--- src/rtl/mips_ctrl_pkg.sv ---
// mips_ctrl_pkg: shared state codes, opcodes, ALUOp codes and control word for the multicycle MIPS controller
package mips_ctrl_pkg;
    typedef enum logic [3:0] {
        S_FETCH   = 4'd0,
        S_DECODE  = 4'd1,
        S_MEMADR  = 4'd2,
        S_MEMRD   = 4'd3,
        S_MEMWB   = 4'd4,
        S_MEMWR   = 4'd5,
        S_EXECUTE = 4'd6,
        S_ALUWB   = 4'd7,
        S_BRANCH  = 4'd8,
        S_ADDIEX  = 4'd9,
        S_ADDIWB  = 4'd10,
        S_JUMP    = 4'd11,
        S_ILLEGAL = 4'd12,
        S_BUSERR  = 4'd13
    } state_t;

    localparam logic [5:0] OP_RTYPE = 6'b000000;
    localparam logic [5:0] OP_LW    = 6'b100011;
    localparam logic [5:0] OP_SW    = 6'b101011;
    localparam logic [5:0] OP_BEQ   = 6'b000100;
    localparam logic [5:0] OP_ADDI  = 6'b001000;
    localparam logic [5:0] OP_J     = 6'b000010;

    localparam logic [1:0] ALUOP_ADD   = 2'b00;
    localparam logic [1:0] ALUOP_SUB   = 2'b01;
    localparam logic [1:0] ALUOP_FUNCT = 2'b10;

    typedef struct packed {
        logic       iord;
        logic       mem_write;
        logic       ir_write;
        logic       reg_dst;
        logic       mem_to_reg;
        logic       reg_write;
        logic       alu_src_a;
        logic [1:0] alu_src_b;
        logic [1:0] alu_op;
        logic [1:0] pc_src;
        logic       pc_en;
        logic       illegal;
        logic       bus_err;
    } ctrl_t;
endpackage

--- src/rtl/mips_ctrl_outdec.sv ---
// mips_ctrl_outdec: combinational state-to-control-word decode
// Ports: state, mem_ready, zero in; ctrl out. JUMP decode built only with MIPS_CTRL_JUMP_EN.
module mips_ctrl_outdec
    import mips_ctrl_pkg::*;
(
    input  state_t state,
    input  logic   mem_ready,
    input  logic   zero,
    output ctrl_t  ctrl
);
    always_comb begin
        ctrl = '0;
        case (state)
            S_FETCH: begin
                ctrl.alu_src_b = 2'b01;
                ctrl.ir_write  = mem_ready;
                ctrl.pc_en     = mem_ready;
            end
            S_DECODE:  ctrl.alu_src_b = 2'b11;
            S_MEMADR, S_ADDIEX: begin
                ctrl.alu_src_a = 1'b1;
                ctrl.alu_src_b = 2'b10;
            end
            S_MEMRD:   ctrl.iord = 1'b1;
            S_MEMWB: begin
                ctrl.mem_to_reg = 1'b1;
                ctrl.reg_write  = 1'b1;
            end
            S_MEMWR: begin
                ctrl.iord      = 1'b1;
                ctrl.mem_write = 1'b1;
            end
            S_EXECUTE: begin
                ctrl.alu_src_a = 1'b1;
                ctrl.alu_op    = ALUOP_FUNCT;
            end
            S_ALUWB: begin
                ctrl.reg_dst   = 1'b1;
                ctrl.reg_write = 1'b1;
            end
            S_BRANCH: begin
                ctrl.alu_src_a = 1'b1;
                ctrl.alu_op    = ALUOP_SUB;
                ctrl.pc_src    = 2'b01;
                ctrl.pc_en     = zero;
            end
            S_ADDIWB:  ctrl.reg_write = 1'b1;
`ifdef MIPS_CTRL_JUMP_EN
            S_JUMP: begin
                ctrl.pc_src = 2'b10;
                ctrl.pc_en  = 1'b1;
            end
`endif
            S_ILLEGAL: ctrl.illegal = 1'b1;
            S_BUSERR:  ctrl.bus_err = 1'b1;
            default:   ctrl = '0;
        endcase
    end
endmodule

--- src/rtl/mips_multicycle_ctrl.sv ---
// mips_multicycle_ctrl: multicycle MIPS main control FSM with MemReady handshake and bus timeout
// Ports: clk, reset (async high), Opcode, Zero, MemReady in; datapath controls, Illegal, BusErr, State out.
// Option: MIPS_CTRL_JUMP_EN enables the j instruction (JUMP state).
module mips_multicycle_ctrl
    import mips_ctrl_pkg::*;
#(
    parameter int TIMEOUT = 15
) (
    input  logic       clk,
    input  logic       reset,
    input  logic [5:0] Opcode,
    input  logic       Zero,
    input  logic       MemReady,
    output logic       IorD,
    output logic       MemWrite,
    output logic       IRWrite,
    output logic       RegDst,
    output logic       MemtoReg,
    output logic       RegWrite,
    output logic       ALUSrcA,
    output logic [1:0] ALUSrcB,
    output logic [1:0] ALUOp,
    output logic [1:0] PCSrc,
    output logic       PCEn,
    output logic       Illegal,
    output logic       BusErr,
    output logic [3:0] State
);
    localparam int CW = $clog2(TIMEOUT + 1);
    state_t state, nxt;
    logic [CW-1:0] cnt;
    logic timed_out;
    ctrl_t dec, ctrl;
    // the wait that ends this cycle is the TIMEOUT-th one
    assign timed_out = !MemReady && cnt >= CW'(TIMEOUT - 1);
    always_comb begin
        nxt = S_FETCH;
        case (state)
            S_FETCH:   nxt = MemReady ? S_DECODE : timed_out ? S_BUSERR : S_FETCH;
            S_DECODE:
                case (Opcode)
                    OP_LW, OP_SW: nxt = S_MEMADR;
                    OP_RTYPE:     nxt = S_EXECUTE;
                    OP_BEQ:       nxt = S_BRANCH;
                    OP_ADDI:      nxt = S_ADDIEX;
`ifdef MIPS_CTRL_JUMP_EN
                    OP_J:         nxt = S_JUMP;
`endif
                    default:      nxt = S_ILLEGAL;
                endcase
            S_MEMADR:  nxt = Opcode == OP_SW ? S_MEMWR : S_MEMRD;
            S_MEMRD:   nxt = MemReady ? S_MEMWB : timed_out ? S_BUSERR : S_MEMRD;
            S_MEMWR:   nxt = MemReady ? S_FETCH : timed_out ? S_BUSERR : S_MEMWR;
            S_EXECUTE: nxt = S_ALUWB;
            S_ADDIEX:  nxt = S_ADDIWB;
            default:   nxt = S_FETCH;
        endcase
    end
    always_ff @(posedge clk or posedge reset) begin
        if (reset) begin
            state <= S_FETCH;
            cnt   <= '0;
        end else begin
            state <= nxt;
            cnt   <= nxt != state ? '0 : (!MemReady && cnt != CW'(TIMEOUT)) ? cnt + 1'b1 : cnt;
        end
    end
    mips_ctrl_outdec u_outdec (
        .state     (state),
        .mem_ready (MemReady),
        .zero      (Zero),
        .ctrl      (dec)
    );
    // reset is asynchronous, so FETCH decode must be masked while it is held
    assign ctrl     = reset ? '0 : dec;
    assign IorD     = ctrl.iord;
    assign MemWrite = ctrl.mem_write;
    assign IRWrite  = ctrl.ir_write;
    assign RegDst   = ctrl.reg_dst;
    assign MemtoReg = ctrl.mem_to_reg;
    assign RegWrite = ctrl.reg_write;
    assign ALUSrcA  = ctrl.alu_src_a;
    assign ALUSrcB  = ctrl.alu_src_b;
    assign ALUOp    = ctrl.alu_op;
    assign PCSrc    = ctrl.pc_src;
    assign PCEn     = ctrl.pc_en;
    assign Illegal  = ctrl.illegal;
    assign BusErr   = ctrl.bus_err;
    assign State    = state;
endmodule

--- config.mk ---
export PLATFORM = sky130hd
export DESIGN_NAME = mips_multicycle_ctrl
export DESIGN_NICKNAME = d
export VERILOG_FILES = /design/src/rtl/mips_ctrl_pkg.sv /design/src/rtl/mips_ctrl_outdec.sv /design/src/rtl/mips_multicycle_ctrl.sv
export SDC_FILE = /design/constraint.sdc
export NUM_CORES = 1
export LEC_CHECK = 0
export CAP_MARGIN = 10
export CELL_PAD_IN_SITES_DETAIL_PLACEMENT = 1
export CELL_PAD_IN_SITES_GLOBAL_PLACEMENT = 1
export CORE_UTILIZATION = 37
export CTS_CLUSTER_SIZE = 30
export DETAILED_ROUTE_END_ITERATION = 8
export GPL_TIMING_DRIVEN = 0
export PLACE_DENSITY_LB_ADDON = 0.1
export SETUP_SLACK_MARGIN = 0.1
export SYNTH_ARGS = -nofsm -noshare
export SYNTH_HDL_FRONTEND = slang
export SYNTH_HIERARCHICAL = 1
export SYNTH_SLANG_ARGS = --single-unit
--- constraint.sdc ---
create_clock -name clk -period 3.65 [get_ports clk]
set_input_delay 0.5475 -clock clk [delete_from_list [all_inputs] [get_ports clk]]
set_output_delay 0.5475 -clock clk [all_outputs]
set_load 0.01 [all_outputs]
After elaboration in Yosys (flattened, before gate mapping):

Index checks and enable logic that the tools add are counted.

* mux-type cells: 25
* magnitude comparators: 1
* reductions and logical operators: 11
* add/subtract/negate cells: 1
* eq/ne operators: 18

Operator list (number)
* $mux 4: 8
* $pmux 4 s7: 1
* $eq 4x4->1 const B: 5
* $eq 4x3->1 const B: 4
* $mux 16: 1
* $pmux 4 s4: 1
* $eq 6x6->1 const B: 2
* $mux 1: 10
* $eq 4x2->1 const B: 2
* $eq 6x3->1 const B: 1
* $eq 6x4->1 const B: 1
* $logic_not 6->1: 1
* $pmux 2 s3: 1
* $reduce_or 2->1: 3
* $add 4x1->4 const B: 1
* $eq 4x1->1 const B: 1
* $ge 4x4->1 const B: 1
* $logic_not 4->1: 1
* $ne 4x4->1: 1
* $ne 4x4->1 const B: 1
* $pmux 2 s2: 1
* $reduce_or 4->1: 1
* $mux 3: 1
* $reduce_or 3->1: 1
* other kinds (4): 5

* input port bits: 10
* output and inout bits: 20
* register bits: 8
* word-level logic and storage cells: 58

Depth between registers and ports, before layout:

Gate-level depths: netlist of run 1.

* depth in word-level cells: 7
* mapped depth: 7
* mapped depth without buffers: 7

By module:

The synthesis of run 1 kept the hierarchy.

By module, submodules not included
* mips_multicycle_ctrl: sequential area each 200.2 um^2, times used 1, cells an instance 108, area each 889.6 um^2
* mips_ctrl_outdec: sequential area each 0.0 um^2, times used 1, cells an instance 32, area each 195.2 um^2

Worst setup path after synthesis of run 1:

No wires, ideal clock.

* kind: register to output
* start point: reg state[2] (netlist: State[2])
* end point: out ALUOp[0]
* cell stages (with the launch flop): 6
* buffers on the path: 2
* required time: 3102 ps
* path slack: 1729 ps
* arrival: 1373 ps
* cells stage by stage: dfrtp_1 > buf_2 > or2b_1 > nor3_1 > buf_4 > nor2b_1

RTL lines
* from (decl): RTL line mips_multicycle_ctrl.sv:30 `state_t state, nxt;`
* from (signal assigned): RTL line mips_multicycle_ctrl.sv:64 `state <= nxt;`
* to (decl): RTL line mips_multicycle_ctrl.sv:22 `output logic [1:0] ALUOp,`

==> out/results.ini, run 1 <==
[route]
routed_wl_mm=2.85
detail_route.vias_per_cell=5.52
drc=0
first_pass_iters=4
drt_iter0_markers=15
vias=1116
postRouteAntennaNets=0
wl_per_cell_um=14.1

[critical_path]
crit_required_ns=3.10
cp.arrival_ns=2.29
path_class=primary input to primary output
critPathMaxFanout=3
crit_path_start_kind=primary input
endpoint_kind=primary output

[global_routing]
grt_pass1_vias=1134
grt_overflow_total=0
grt_usage_pct=19.6
grt_pass1_wl_mm=5.09
antenna_found_initial=0
grt_max_degree=13

[sta]
rsz0062_at_grt=no
post-route-period-util_pct=77.7
tns_ns=0
period_needed_ns=2.84
fmax_mhz=352
hold_viol_final=0
skew_ns=0.00594
slew_viol_final=0
setup_viol=0
holdWs_ns=0.610

[cts]
clk_pin_slew_ns=0.05
root_buffer=clkbuf_4
cts_buffer_depth=2
clock_sinks=8
cts_resized=0
post_cts.repair.setup_buffers=0
hold_buffers=0
cts_max_level=1
cts_made_buffers=3
cts_tree=yes
clock_latency_ns=0.25

[floorplan]
dieArea_sq_um=3150
coreArea_sq_um=2760
pin_count=30
die_x_um=56.1
num_rows=19
start_util_pct=39.3
die_y_um=56.1

[layout]
fin_cells=202
finalNetCount=185
finish.utilization_pct=51.7
diodes=0
multiInputGateArea_sq_um=777
seq_area_sq_um=200
n_fill_cell=360
drive_above_1_share_pct=15.8
area.growth.synth_to_final_pct=31.5

[logic_synthesis]
synth_top_area_cell=dfrtp_1
ys_seq_area_share_pct=18.5
ys.flop_type=dfrtp_1
synth_cell_types=48
synthArstFlopShare_pct=100
avgSynthCellArea_sq_um=7.75
synth_top_area_share_pct=18.5
synth_edf_count=0
synthCells=140
synth-seq-cells=8
synth_nets=152
yosys_warnings=6
synth.top_cells.by_area=dfrtp_1, nor2b_1, nor2_1
syn_area_sq_um=1080

[placement]
hpwl_mm=2.31
port_buffers=28
gp_congestion=0.854
dpl.cell_count=199

[outcome]
status=completed

[hold_path]
hp-class=register to register

[pwr]
leakage_nw=0.551
worst_ir_drop_vdd_v=0.000497
powerDensity_nw_per_um2=596

[flow_run]
maxCapViolCount=0

## flip-flops by register name, indices dropped and copies added, names as in the netlist
signal / count
State: 4
cnt: 4
## cell type report
cell class / instances / share of cell area (%)
inverter: 6 / 1.58
tap: 31 / 2.72
clock buffer: 3 / 1.58
sequential: 8 / 14.0
multi-input combinational: 114 / 54.5
buffer: 12 / 5.96
timing repair buffer: 28 / 19.6
## report_power, final
| part | total (mW) | leakage [nW] | switching (mW) | internal [mW] |
|---|---|---|---|---|
| Clock | 0.0647 | 0.0138 | 0.0273 | 0.0374 |
| Combinational | 0.626 | 0.431 | 0.320 | 0.305 |
| Sequential | 0.159 | 0.107 | 0.0462 | 0.113 |
## final timing paths
| kind | slack (ns) | from | depth (start not counted) | to |
|---|---|---|---|---|
| worst max register to register | 1.71 | cnt[0]$_DFFE_PP0P_ | 7 | cnt[1]$_DFFE_PP0P_ |
| worst min register to register | 0.61 | cnt[3]$_DFFE_PP0P_ | 2 | cnt[3]$_DFFE_PP0P_ |
| min in group asynchronous | 0.98 | reset | 3 | cnt[2]$_DFFE_PP0P_ |
| worst min-delay path | 0.61 | cnt[3]$_DFFE_PP0P_ | 2 | cnt[3]$_DFFE_PP0P_ |
| worst max-delay path | 0.81 | MemReady | 5 | PCEn |
| max in group asynchronous | 2.43 | reset | 3 | State[3]$_DFF_PP0_ |
## cell usage after synthesis (3+ instances only)
cell / number
dfrtp_1: 8
xor2_1: 4
nand3_1: 3
a21oi_1: 3
buf_2: 5
nand2_1: 9
inv_1: 6
nand2b_1: 6
o21ai_0: 6
buf_6: 3
nor2_1: 14
nor3_1: 8
buf_4: 3
nor2b_1: 19
## stage by stage
stage	cell area [sq um]	total power, mW	worst slack (ns)
finish	1430	0.850	0.813
global route	1430	0.928	0.709
CTS	1430	0.857	0.784
detailed placement	1400	0.788	0.783
global placement	1400	0.767	0.872
floorplan	1080	0.585	1.73
## layer usage
layer | share of wire (%) | track usage [%] | vias up | routed length, um
met5 | 0 | 0 | - | 0
met4 | 0.84 | 3.48 | 0 | 24
met3 | 2.5 | 2.09 | 2 | 71
met2 | 49 | 33.3 | 23 | 1410
met1 | 47 | 27.0 | 533 | 1350
li1 | - | - | 558 | -
## cells in the final DEF (no fill, tap or decap), drive strengths merged, types with 2 or more instances in the layout
cell           instances
a2111oi                4
a21oi                  4
a32o                   2
and3                   2
buf                   11
clkbuf                 4
clkdlybuf4s50         28
dfrtp                  8
ha                     2
inv                    6
nand2                  9
nand2b                 7
nand3                  3
nand3b                 2
nor2                  15
nor2b                 20
nor3                   8
nor4                   2
o211ai                 3
o21ai                  8
o221ai                 2
xor2                   4
## kinds of logic after synthesis
kind of cell	synth area share, %
AOI/OAI and AO/OA	24.9
xor gates and xnor gates	4.04
adders and majority gates	2.31
buffers and inverters	9.92
DFF	18.5
muxes	1.04
other	0.346
and+or+nand+nor	39.0
## critical path, cell delays in order
cell	delay, ns
clkdlybuf4s50_1	0.57
nand2b_1	0.13
a2111oi_2	0.34
nor2b_1	0.17
clkdlybuf4s50_1	0.54
No activity file was read; power rests on OpenSTA's default activity.
==> inputs of run 2 (changes only) <==
CORE_UTILIZATION = 31   (was 37)
clock period = 2.6 ns   (was 3.65 ns; I/O delays follow)
==> run 2 against run 1 <==
Non-clock buffer count unchanged; design area increased by 2.5%; largest cell class unchanged; wire length is 7.6% higher; largest power group unchanged.
==> out/results.ini, run 2 (synthesis gave the netlist of run 1 again) <==
[outcome]
status=completed

[sta]
setup_viol=0
slew_viol_final=0
rsz0062_at_grt=no
period_needed_ns=2.41
hold_viol_final=0
skew_ns=0.00249
fmax_mhz=416
worst_slack_ns=0.195
post-route-period-util_pct=92.5
holdWs_ns=0.619
tns_ns=0

[layout]
diodes=0
layout_common_cells=clkdlybuf4s50_1, nor2b_1, nor2_1
area.growth.synth_to_final_pct=34.7
final_common_cell=clkdlybuf4s50_1
fin_cells=217
finalNetCount=185
drive_above_1_share_pct=18.1

[route]
routed_wl_mm=3.07
wl_per_cell_um=14.1
vias=1135
drc=0
drt_iter0_markers=25
postRouteAntennaNets=0
first_pass_iters=4
detail_route.vias_per_cell=5.23

[critical_path]
critPathMaxFanout=9
path_class=register to primary output
crit_required_ns=2.21
reg2reg_slack_ns=0.63
timing.rr.start=cnt[0]$_DFFE_PP0P_
endpoint_kind=primary output
rr_endpoint=cnt[1]$_DFFE_PP0P_
cp.arrival_ns=2.02
crit_path_start_kind=register
reg2regPathDepth=7

[cts]
cts_made_buffers=3
post_cts.repair.setup_buffers=0
cts_buffer_depth=2
clock_sinks=8
cts_tree=yes
clk_pin_slew_ns=0.05
root_buffer=clkbuf_4
cts_max_level=1
clock_latency_ns=0.25

[pwr]
combinationalPowerShare_pct=73.7
power_switching_mw=0.574
p_clk_share_pct=7.4
finalPower_mw=1.22
worst_ir_drop_vdd_v=0.000264
p_int_mw=0.648
swShare_pct=47.0
seqPwrFrac_pct=18.8
powerDensity_nw_per_um2=836
leakage_nw=0.577

[hold_path]
hold_end=cnt[3]$_DFFE_PP0P_
hold_start=cnt[3]$_DFFE_PP0P_
hold_depth=2
hp-class=register to register

[placement]
hpwl_mm=2.46
place_ws_ns=0.123
dpl.cell_count=214
port_buffers=28
gp_congestion=0.758

[floorplan]
dieArea_sq_um=3740
die_y_um=61.2
die_x_um=61.2
pin_count=30
start_util_pct=32.5
coreArea_sq_um=3340
num_rows=21

[global_routing]
grt_overflow_total=0
grt_pass1_vias=1033
antenna_found_initial=0
grt_max_degree=13
grt_usage_pct=17.1
grt_pass1_wl_mm=4.85

[flow_run]
maxCapViolCount=0

==> run 2: what timing repair did <==
| action | 4_1_cts | 5_1_grt |
|---|---|---|
| endpoints found under the setup margin | 2 | 5 |
| resized for setup | 3 | 4 |
| hold buffers | 0 | 0 |
==> run 2: layer usage <==
| layer | vias up | track usage [%] | share of wire (%) |
|---|---|---|---|
| li1 | 557 | - | - |
| met1 | 556 | 23.3 | 46 |
| met2 | 22 | 30.1 | 50 |
| met3 | 0 | 1.89 | 3.6 |
| met4 | 0 | 1.95 | 0 |
| met5 | - | 0 | 0 |
==> run 2: area by class of cell <==
type / instances / area, sq um
multi-input cells: 114 / 782
clock buffers: 3 / 22.5
flip-flops and latches: 8 / 204
fillers: 414 / 1880
plain buffers: 12 / 87.6
repair buffers: 28 / 285
inverters: 6 / 22.5
well taps: 46 / 57.6
==> run 2: worst max path at each step <==
stage	depth (start not counted)	startpoint	to
final	5	State[2]$_DFF_PP0_	RegWrite
after global placement	5	MemReady	PCEn
after global routing	5	State[2]$_DFF_PP0_	PCSrc[0]
after floorplan	5	State[2]$_DFF_PP0_	ALUOp[0]
after detailed placement	5	MemReady	PCEn
after CTS	6	State[2]$_DFF_PP0_	ALUOp[0]
==> run 2: per-stage QoR <==
step,utilization (%),instance area (sq um)
floorplan,-,1080
global placement,42.6,1420
detailed placement,42.6,1420
CTS,43.5,1450
global route,43.8,1460
finish,43.8,1460
==> run 2: critical path, stage by stage (launching register included) <==
cell and delay (ns):
dfrtp_2 0.46, clkbuf_4 0.20, or2b_1 0.26, o22ai_1 0.16, nor2b_1 0.14, clkdlybuf4s50_1 0.54
==> run 2: power by group through the flow <==
stage	Sequential, mW	Clock (mW)	Combinational (mW)
2_1_floorplan	0.220	0	0.601
3_3_place_gp	0.227	0	0.862
3_5_place_dp	0.229	0	0.895
4_1_cts	0.230	0.0943	0.903
5_1_grt	0.240	0.100	0.989
6_report	0.230	0.0910	0.901
